## src/rtl/bus_initiator.sv

```systemverilog
// bus_initiator: single-outstanding bus master; latches a command, strobes req once,
// waits for resp/fault or a timeout, then reports one registered completion pulse.
`ifndef BUS_WIDTH
`define BUS_WIDTH 32
`endif
`ifndef BUS_ACC_WIDTH
`define BUS_ACC_WIDTH 2
`endif
`ifndef BUS_ACC_1B
`define BUS_ACC_1B 2'd0
`define BUS_ACC_2B 2'd1
`define BUS_ACC_4B 2'd2
`endif

module bus_initiator #(
  parameter int ADDR_WIDTH = 32,
  parameter int TIMEOUT    = 16
) (
  input  logic                      clk,
  input  logic                      rst_i,
  input  logic                      cmd_valid,
  output logic                      cmd_ready,
  input  logic [ADDR_WIDTH-1:0]     cmd_addr,
  input  logic                      cmd_w_rb,
  input  logic [`BUS_ACC_WIDTH-1:0] cmd_acc,
  input  logic [`BUS_WIDTH-1:0]     cmd_wdata,
  output logic                      rsp_valid,
  output logic [`BUS_WIDTH-1:0]     rsp_rdata,
  output logic [1:0]                rsp_err,
  output logic [ADDR_WIDTH-1:0]     addr,
  output logic                      w_rb,
  output logic [`BUS_ACC_WIDTH-1:0] acc,
  output logic [`BUS_WIDTH-1:0]     wdata,
  output logic                      req,
  input  logic [`BUS_WIDTH-1:0]     rdata,
  input  logic                      resp,
  input  logic                      fault
);
  typedef enum logic [1:0] {IDLE, REQ, WAIT, DONE} state_t;
  state_t state_q, state_d;
  logic [15:0] cnt_q, cnt_d;
  logic [ADDR_WIDTH-1:0] addr_q, addr_d;
  logic w_rb_q, w_rb_d;
  logic [`BUS_ACC_WIDTH-1:0] acc_q, acc_d;
  logic [`BUS_WIDTH-1:0] wdata_q, wdata_d, rsp_rdata_q, rsp_rdata_d;
  logic [1:0] rsp_err_q, rsp_err_d;
  logic ready_q, req_q, rsp_valid_q;
  always_comb begin
    state_d     = state_q;
    cnt_d       = cnt_q;
    addr_d      = addr_q;
    w_rb_d      = w_rb_q;
    acc_d       = acc_q;
    wdata_d     = wdata_q;
    rsp_rdata_d = rsp_rdata_q;
    rsp_err_d   = rsp_err_q;
    case (state_q)
      IDLE: if (cmd_valid) begin
        state_d = REQ;
        addr_d  = cmd_addr;
        w_rb_d  = cmd_w_rb;
        acc_d   = cmd_acc;
        wdata_d = cmd_wdata;
      end
      REQ: if (fault) begin
        state_d     = DONE;
        rsp_err_d   = 2'b01;
        rsp_rdata_d = '0;
      end else if (resp) begin
        state_d     = DONE;
        rsp_err_d   = 2'b00;
        rsp_rdata_d = w_rb_q ? '0 : rdata;
      end else begin
        state_d = WAIT;
        cnt_d   = '0;
      end
      WAIT: if (resp) begin
        state_d     = DONE;
        rsp_err_d   = 2'b00;
        rsp_rdata_d = w_rb_q ? '0 : rdata;
      end else if (cnt_q == 16'(TIMEOUT - 1)) begin
        state_d     = DONE;
        rsp_err_d   = 2'b10;
        rsp_rdata_d = '0;
      end else begin
        cnt_d = cnt_q + 16'd1;
      end
      DONE: state_d = IDLE;
    endcase
  end
  // Strobes are decoded from the next state so every output comes straight off a flop.
  always_ff @(posedge clk) begin
    if (rst_i) begin
      state_q     <= IDLE;
      cnt_q       <= '0;
      addr_q      <= '0;
      w_rb_q      <= 1'b0;
      acc_q       <= '0;
      wdata_q     <= '0;
      rsp_rdata_q <= '0;
      rsp_err_q   <= 2'b00;
      ready_q     <= 1'b1;
      req_q       <= 1'b0;
      rsp_valid_q <= 1'b0;
    end else begin
      state_q     <= state_d;
      cnt_q       <= cnt_d;
      addr_q      <= addr_d;
      w_rb_q      <= w_rb_d;
      acc_q       <= acc_d;
      wdata_q     <= wdata_d;
      rsp_rdata_q <= rsp_rdata_d;
      rsp_err_q   <= rsp_err_d;
      ready_q     <= state_d == IDLE;
      req_q       <= state_d == REQ;
      rsp_valid_q <= state_d == DONE;
    end
  end
  assign cmd_ready = ready_q;
  assign req       = req_q;
  assign rsp_valid = rsp_valid_q;
  assign rsp_rdata = rsp_rdata_q;
  assign rsp_err   = rsp_err_q;
  assign addr      = addr_q;
  assign w_rb      = w_rb_q;
  assign acc       = acc_q;
  assign wdata     = wdata_q;
endmodule

```

## config.mk

```make
export PLATFORM = sky130hd
export DESIGN_NAME = bus_initiator
export DESIGN_NICKNAME = d
export VERILOG_FILES = /design/src/rtl/bus_initiator.sv
export SDC_FILE = /design/constraint.sdc
export NUM_CORES = 1
export LEC_CHECK = 0
export ABC_AREA = 1
export BUFFER_PORTS_ARGS = -buffer_cell sky130_fd_sc_hd__buf_4
export CAP_MARGIN = 10
export CORE_MARGIN = 2
export CORE_UTILIZATION = 51
export DETAILED_ROUTE_END_ITERATION = 16
export HOLD_SLACK_MARGIN = 0.05
export PLACE_DENSITY = 0.84
export SLEW_MARGIN = 5
export SYNTH_ARGS = -nofsm -noshare
export SYNTH_HDL_FRONTEND = slang
export SYNTH_SLANG_ARGS = --single-unit
```

## constraint.sdc

```tcl
create_clock -name clk -period 4.8 [get_ports clk]
set_input_delay 0 -clock clk [delete_from_list [all_inputs] [get_ports clk]]
set_output_delay 0 -clock clk [all_outputs]
set_load 0.02 [all_outputs]
```

==> results of run 1 <==
==> synthesized netlist by cell type <==
| cell type | count |
|---|---|
| nand2_1 | 103 |
| nand2_2 | 2 |
| clkbuf_1 | 27 |
| nand3_2 | 1 |
| nor3_2 | 1 |
| a31oi_2 | 1 |
| xnor2_1 | 2 |
| nor2_2 | 2 |
| a21oi_2 | 1 |
| nand3_1 | 17 |
| inv_1 | 17 |
| dfxtp_1 | 122 |
| buf_1 | 3 |
| buf_4 | 4 |
| nand2_4 | 3 |
| ha_1 | 5 |
| a21oi_1 | 51 |
| o21bai_1 | 5 |
| inv_2 | 1 |
| nand3_4 | 1 |
| buf_2 | 4 |
| nor2_1 | 180 |
| nand4_1 | 37 |
| xor2_1 | 1 |
| buf_6 | 4 |
| o21ai_0 | 70 |
==> report_power, final <==
group          switching (uW)  leakage (uW)  internal, uW  total [uW]
clock                     522      0.000285           792        1310
combinational            1240       0.00243           726        1970
sequential                232       0.00100          1290        1520
==> worst min-delay path: cells and delay by family <==
family,cells,cell delay (ns)
AOI/OAI and AO/OA,1,0.07
buffers and inverters,2,0.63
and+or+nand+nor,1,0.09
==> logic make-up (layout without fill, tap and decap cells) <==
family	after synthesis	count (layout)	share of synthesized area, %
xor gates and xnor gates	3	3	0.5313
and+or+nand+nor	347	347	29.83
AOI/OAI and AO/OA	128	128	13.43
buffers and inverters	60	397	5.565
DFF	122	122	49.38
adders and majority gates	5	5	1.265
==> state kept, by name (all words and copies together) (netlist names) <==
register	flops
cmd_ready	1
req	1
w_rb	1
wdata	32
addr	32
state_q	2
rsp_rdata	32
rsp_valid	1
cnt_q	16
acc	2
rsp_err	2
==> path summary, 6_finish.rpt <==
check	from	to	slack (ns)	depth (start not counted)
min	cmd_wdata[9]	wdata[9]	0.28	4
max reg2reg	cnt_q[0]	rsp_rdata[15]	1.15	9
min reg2reg	rsp_err[0]	rsp_err[0]	0.48	2
max	cnt_q[0]	rsp_rdata[15]	1.15	9
==> metal layers <==
metal	global-route usage (%)	vias up	wire [um]
met4	37.64	2	2409
met2	77.88	746	11640
met3	19.08	256	3235
met1	49.81	3118	8234
li1	-	2845	-
met5	0	-	13
==> what timing repair did <==
action                                  4_1_cts  5_1_grt
endpoints found under the hold margin       120        0
endpoints found under the setup margin        0        0
hold buffers                                138        0
==> final cells by class <==
class	count	area (um2)
timing repair buffer	348	2958
sequential	122	2442
multi-input combinational	483	2237
fill	310	874.6
clock buffer	17	414.1
clock inverter	14	172.7
tap	129	161.4
inverter	18	67.56
==> metrics by stage <==
stage          util, %  total power (uW)  hold WS (ns)  worst slack [ns]
6_report         90.62              4804        0.2825             1.151
5_1_grt          90.62              4919        0.2962            0.9406
4_1_cts          90.62              4493        0.2590             1.651
3_5_place_dp     69.52              3066        0.2572             2.201
3_3_place_gp     69.52              3012        0.2506             2.262
2_1_floorplan        -              2448        0.1634             3.126
==> impl_metrics.yaml, run 1 <==
routing:
  routedWlPerCell_um: 22.58
  firstDrtPassIters: 8
  via_per_inst: 6.160
  routed_wl_um: 25540
  dr.first_iter.drc_count: 978
  antenna_left: 0
  drc: 0
  route.vias.total: 6967
sta:
  period_share_pct: 76.01
  max_freq_mhz: 274.1
  skew_ns: 0.006659
  report.final.slew_viol_count: 0
  hold_violations: 0
  setup_tns_ns: 0
  rsz0062_at_grt: "no"
  setup_viol: 0
  relSlewSlack_pct: 20.18
  worst_pin_slew_ns: 1.193
  fin_crit_ns: 3.649
clock_tree:
  postCtsResizedCells: 0
  clk_pin_slew_ns: 0.06
  postCtsSetupRepairBufs: 0
  numCtsBuffers: 17
  htree_levels: 4
  cts.sinks: 122
  cts_tree: "built"
  insertion_delay_ns: 0.53
  clockBufferDepth: 2
  clock-root-buffer: "clkbuf_8"
place:
  io_buffers: 207
  dpl.hpwl_um: 9944
  dpl-instance-area_mm2: 0.006485
  place_inst: 962
  routabilityCongestion: 0.8833
global_routing:
  grt_pass1_wl_um: 37990
  grt_pass1_vias: 7087
  antenna_found_initial: 1
  grt_usage_pct: 48.18
  grt_max_degree: 71
  grt.overflow.total: 0
logic_synthesis:
  synth-seq-cells: 122
  syn-instance-count: 665
  synth.distinct_cells: 26
  syn_avg_cell_area_um2: 7.438
  synth_top_cell_by_area: "dfxtp_1"
  syn-num-nets: 774
  ys_warn_count: 0
  netlist_area_mm2: 0.004946
  synth.top_cell.area_share_pct: 49.38
  ys_seq_area_share_pct: 49.38
  synth_area_leaders: "dfxtp_1 49%, nor2_1 14%, nand2_1 7.8%"
floorplan:
  dieArea_mm2: 0.01050
  die_h_um: 102.5
  start_util_pct: 53.02
  ioPinCount: 208
  die_x_um: 102.5
  core_area_mm2: 0.009328
  row_count: 35
layout:
  n_antenna_cell: 0
  final_cell_mix: "210 x buf_4, 180 x nor2_1, 138 x dlygate4sd3_1, 122 x dfxtp_1, 102 x nand2_1"
  drive_gt1_share_pct: 25.55
  area_growth_pct: 70.91
  stdcell_count: 1131
  fin_nets: 1099
  final_common_cell: "buf_4"
  postLayoutCellArea_mm2: 0.008453
worst_setup_path:
  cpLargestDelayFamily: "simple AND/OR/NAND/NOR gates"
  arrival_ns: 4.11
  cpMaxStageDelayCell: "nand2_2"
  startpoint_type: "flop"
  cp_max_fo: 35
  cp_common_cell: "nand2_2"
  cpPeakStageDelay_ns: 0.79
  path_buf_inv: 1
  end_kind: "flop"
  cp.required_ns: 5.26
  path_cells: "ha_1 -> nand3_4 -> nor2_2 -> nand2_2 -> nand3_2 -> nand2_2 -> nand2_1 -> a21oi_1 -> dlygate4sd3_1"
  path_class: "flop to flop"
power_and_ir_drop:
  power_leakage_uw: 0.003719
  vdd_drop_max_mv: 0.3521
  powerDensity_mw_per_mm2: 568.3
worst_hold_path:
  timing.hold.worst.class: "input pin to flop"
outcome:
  status: "complete, no violations"
job:
  maxCapViolations: 0
No activity file was read; power rests on OpenSTA's default activity.
==> run 2, diff against run 1 <==
--- a/config.mk
+++ b/config.mk
@@ -9,10 +9,10 @@
 export BUFFER_PORTS_ARGS = -buffer_cell sky130_fd_sc_hd__buf_4
 export CAP_MARGIN = 10
 export CORE_MARGIN = 2
-export CORE_UTILIZATION = 51
+export CORE_UTILIZATION = 48
 export DETAILED_ROUTE_END_ITERATION = 16
 export HOLD_SLACK_MARGIN = 0.05
-export PLACE_DENSITY = 0.84
+export PLACE_DENSITY = 0.8
 export SLEW_MARGIN = 5
 export SYNTH_ARGS = -nofsm -noshare
 export SYNTH_HDL_FRONTEND = slang
==> constraint.sdc (replaced) <==
create_clock -name clk -period 3.7 [get_ports clk]
set_input_delay 0 -clock clk [delete_from_list [all_inputs] [get_ports clk]]
set_output_delay 0 -clock clk [all_outputs]
set_load 0.02 [all_outputs]
==> run 2 against run 1 <==
Against the previous run:
- routed wire length shrank 20%
- cell count grew 0.71%
- global-route usage shrank 12 points
- register-to-register slack lost 0.88 ns
- clock power grew 34%
- combinational power grew 24%
- critical endpoint is now rsp_rdata[29]
- fmax grew 6.5%
==> impl_metrics.yaml, run 2 (synthesis gave the netlist of run 1 again) <==
layout:
  area_growth_pct: 71.62
  final_common_cell: "buf_4"
  n_fill_cell: 481
  final_cell_mix: "210 x buf_4, 180 x nor2_1, 137 x dlygate4sd3_1, 122 x dfxtp_1, 102 x nand2_1"
  fin_nets: 1098
  stdcell_count: 1139
  postLayoutCellArea_mm2: 0.008488
  drive_gt1_share_pct: 25.57
routing:
  dr.first_iter.drc_count: 609
  routedWlPerCell_um: 17.85
  routed_wl_um: 20330
  firstDrtPassIters: 5
  drc: 0
  route.vias.total: 6264
  antenna_left: 0
  via_per_inst: 5.500
sta:
  period_share_pct: 92.57
  relSlewSlack_pct: 22.85
  setup_tns_ns: 0
  skew_ns: 0.01020
  rsz0062_at_grt: "no"
  setup_viol: 0
  max_freq_mhz: 292.0
  worst_pin_slew_ns: 1.154
  hold_violations: 0
  report.final.slew_viol_count: 0
  fin_crit_ns: 3.425
clock_tree:
  clockBufferDepth: 2
  postCtsSetupRepairBufs: 0
  cts_hold_buffers: 137
  clk_pin_slew_ns: 0.06
  cts_tree: "built"
  clock-root-buffer: "clkbuf_8"
  cts.sinks: 122
  htree_levels: 4
  postCtsResizedCells: 0
  insertion_delay_ns: 0.53
  numCtsBuffers: 17
worst_setup_path:
  startpoint: "state_q[0]"
  cp.required_ns: 4.16
  startpoint_type: "flop"
  end_kind: "flop"
  reg2reg_from: "state_q[0]"
  cp_max_fo: 32
  arrival_ns: 3.89
  path_class: "flop to flop"
floorplan:
  row_count: 37
  core_area_mm2: 0.01018
  start_util_pct: 48.56
  ioPinCount: 208
  dieArea_mm2: 0.01113
  die_x_um: 105.5
  die_h_um: 105.5
power_and_ir_drop:
  power_leakage_uw: 0.003732
  vdd_drop_max_mv: 0.4583
  powerDensity_mw_per_mm2: 720.4
  power.total_uw: 6115
worst_hold_path:
  timing.hold.worst.class: "input pin to flop"
  hp-start: "cmd_wdata[26]"
global_routing:
  antenna_found_initial: 2
  grt_max_degree: 69
  grt_pass1_wl_um: 31690
  grt_usage_pct: 35.93
  grt.overflow.total: 0
  grt_pass1_vias: 6360
place:
  dpl.hpwl_um: 9138
  io_buffers: 207
  place_inst: 969
  routabilityCongestion: 0.8625
  dpl-instance-area_mm2: 0.006494
outcome:
  status: "complete, no violations"
job:
  maxCapViolations: 0
[run 2: changes by cell type in the layout (fill, tap and decap cells not counted), sizes merged]
| cell | change |
|---|---|
| clkinv | -2 |
| diode | +2 |
| clkbuf | +1 |
| clkinvlp | -1 |
| inv | +1 |
| bufinv | +1 |
| dlygate4sd3 | -1 |
[run 2: report_power, final]
part	leakage (uW)	internal, uW	switching (uW)	total [uW]
combinational	0.00243	939	1500	2440
clock	0.000302	1120	640	1760
sequential	0.00100	1670	252	1920
[run 2: critical path, cell delays in order, from the launching register on]
cell,delay (ns)
dfxtp_1,0.39
inv_1,0.11
ha_1,0.36
inv_2,0.30
nor2_1,0.15
nor3_4,0.94
nand4_1,0.28
a21oi_1,0.25
dlygate4sd3_1,0.58
[run 2: final cells by class]
type	count	area (um2)	share of cell area (%)
multi-input cells	483	2237	26.36
inverters	18	67.56	0.7960
clock buffers	18	427.9	5.041
clock inverters	13	190.2	2.241
well taps	136	170.2	2.005
flip-flops and latches	122	2442	28.77
repair buffers	347	2948	34.73
diodes	2	5.005	0.05896
[run 2: worst paths after layout]
check,end,slack (ns),cells past startpoint
min reg2reg,addr[20],0.49,2
max reg2reg,rsp_rdata[29],0.27,8
min,wdata[26],0.28,4
max,rsp_rdata[29],0.27,8
[run 2: metrics by stage]
step	utilization, %	hold slack (ns)	setup WS [ns]
floorplan	-	0.1634	2.026
global placement	63.76	0.2489	1.226
detailed placement	63.76	0.2580	1.090
CTS	83.29	0.2646	0.5473
global route	83.34	0.3091	0.07449
finish	83.34	0.2845	0.2748
[run 2: layer usage]
layer	wire length, um	share of wire (%)	vias to the layer above	global-route usage [%]
met5	0	0	-	0
met4	1250	6.1	0	23.12
met3	1760	8.7	113	10.08
met2	9964	49	427	61.34
met1	7357	36	2878	39.00
li1	-	-	2846	-
==> run 3, diff against run 2 <==
--- a/config.mk
+++ b/config.mk
@@ -13,6 +13,7 @@
 export DETAILED_ROUTE_END_ITERATION = 16
 export HOLD_SLACK_MARGIN = 0.05
 export PLACE_DENSITY = 0.8
+export RECOVER_POWER = 50
 export SLEW_MARGIN = 5
 export SYNTH_ARGS = -nofsm -noshare
 export SYNTH_HDL_FRONTEND = slang
==> run 3 against run 2 <==
Against the previous run:
- via count is 0.35% lower
- non-clock buffer count stayed put
- utilization is 4.0 points lower
- fmax is 0.26% higher
- sequential share of layout area is 1.4 points higher
- cell count stayed put
- routed wire length is 0.41% lower
- sequential power hardly changed
- critical path depth is 1 higher
- clock skew is 0.0013 ns higher
- power is 4.8% lower
- critical endpoint unchanged
- largest cell class unchanged
- highest routed layer unchanged
==> impl_metrics.yaml, run 3 (synthesis gave the netlist of run 1 again) <==
outcome:
  status: "complete, no violations"
layout:
  stdcell_count: 1139
  area_growth_pct: 63.45
  final_common_cell: "nor2_1"
  drive_gt1_share_pct: 14.89
  final_cell_mix: "181 x nor2_1, 137 x dlygate4sd3_1, 122 x dfxtp_1, 106 x buf_4, 104 x clkbuf_1"
  postLayoutCellArea_mm2: 0.008084
  fin_nets: 1098
routing:
  routed_wl_um: 20250
  route.vias.total: 6242
  drc: 0
  antenna_left: 0
  dr.first_iter.drc_count: 611
  via_per_inst: 5.480
  firstDrtPassIters: 7
  routedWlPerCell_um: 17.78
floorplan:
  dieArea_mm2: 0.01113
  start_util_pct: 48.56
  core_area_mm2: 0.01018
  row_count: 37
  die_h_um: 105.5
  die_x_um: 105.5
  ioPinCount: 208
power_and_ir_drop:
  powerDensity_mw_per_mm2: 719.9
  switchingPower_uw: 2371
  combPwrFrac_pct: 37.0
  p_seq_share_pct: 32.9
  clkPwrFrac_pct: 30.1
  power_leakage_uw: 0.003305
  p_int_uw: 3449
  power_switching_share_pct: 40.73
  vdd_drop_max_mv: 0.4390
worst_setup_path:
  cpMaxStageDelayCell: "nand2_2"
  startpoint_type: "flop"
  path_class: "flop to flop"
  cp_max_fo: 35
  cp_common_cell: "nand2_2"
  path_cells: "ha_1 -> nand3_4 -> nor2_1 -> nand2_2 -> nand3_2 -> nand2_2 -> nand2_1 -> a21oi_1 -> dlygate4sd3_1"
  cpPeakStageDelay_ns: 0.78
  end_kind: "flop"
  cp.required_ns: 4.15
  arrival_ns: 3.87
clock_tree:
  clock-root-buffer: "clkbuf_8"
  htree_levels: 4
  cts_tree: "built"
  clockBufferDepth: 2
  cts.sinks: 122
  numCtsBuffers: 17
  insertion_delay_ns: 0.52
  clk_pin_slew_ns: 0.06
  postCtsSetupRepairBufs: 0
sta:
  fin_crit_ns: 3.416
  setup_tns_ns: 0
  rsz0062_at_grt: "no"
  relSlewSlack_pct: 23.56
  hold_violations: 0
  skew_ns: 0.01148
  max_freq_mhz: 292.7
  worst_pin_slew_ns: 1.143
  report.final.slew_viol_count: 0
  period_share_pct: 92.33
  setup_viol: 0
place:
  dpl.hpwl_um: 9138
  dpl-instance-area_mm2: 0.006494
  io_buffers: 207
  place_inst: 969
  routabilityCongestion: 0.8625
global_routing:
  antenna_found_initial: 2
  grt_pass1_wl_um: 31690
  grt_max_degree: 69
  grt.overflow.total: 0
  grt_usage_pct: 35.93
  grt_pass1_vias: 6360
worst_hold_path:
  timing.hold.worst.class: "input pin to flop"
job:
  maxCapViolations: 0
## run 3: cell count changes in the layout (fill, tap and decap cells not counted), sizes merged
cell    before  now
buf        210  106
clkbuf      18  122
## run 3: worst max-delay path, delay by kind of cell (launching register included)
family / cells / cell delay (ns)
adders and majority gates: 1 / 0.31
and+or+nand+nor: 6 / 1.82
buffers and inverters: 1 / 0.58
AOI/OAI and AO/OA: 1 / 0.24
DFF: 1 / 0.38
## run 3: power groups by stage
| stage | clock network (uW) | logic, uW | registers (uW) |
|---|---|---|---|
| floorplan | 0 | 896 | 2280 |
| global placement | 0 | 2030 | 1880 |
| detailed placement | 0 | 2060 | 1890 |
| CTS | 1730 | 2270 | 1870 |
| global route | 1810 | 2300 | 1930 |
| finish | 1750 | 2160 | 1910 |
## run 3: layer usage
metal	share of wire [%]	global-route usage [%]	wire length, um	up-vias
li1	-	-	-	2843
met1	36	39.00	7307	2865
met2	49	61.34	9992	426
met3	8.7	10.08	1769	108
met4	5.8	23.12	1180	0
met5	0	0	0	-
## run 3: path summary, 6_finish.rpt
check | startpoint | endpoint | slack (ns) | cells after the start
worst min register to register | addr[20] | addr[20] | 0.48 | 2
worst max-delay path | cnt_q[0] | rsp_rdata[29] | 0.28 | 9
worst max register to register | cnt_q[0] | rsp_rdata[29] | 0.28 | 9
worst min-delay path | cmd_wdata[30] | wdata[30] | 0.29 | 4
## run 3: cell type report
type,instances,area [um2]
Sequential cell,122,2442
Multi-Input combinational cell,483,2223
Timing Repair Buffer,347,2557
Tap cell,136,170.2
Inverter,18,67.56
Antenna cell,2,5.005
Clock inverter,13,190.2
Clock buffer,18,427.9
Fill cell,657,2101
## run 3: repair_timing
action | CTS | global route
gates resized for setup | 0 | 0
hold buffers | 137 | 0
endpoints found under the hold margin | 120 | 0
## run 3: metrics by stage
stage | power, uW | utilization (%) | hold slack [ns] | setup slack, ns
final | 5820 | 79.37 | 0.2912 | 0.2837
after global routing | 6046 | 79.37 | 0.3091 | 0.08711
after CTS | 5879 | 83.29 | 0.2646 | 0.5473
after detailed placement | 3954 | 63.76 | 0.2580 | 1.090
after global placement | 3904 | 63.76 | 0.2489 | 1.226
after floorplan | 3176 | - | 0.1634 | 2.026
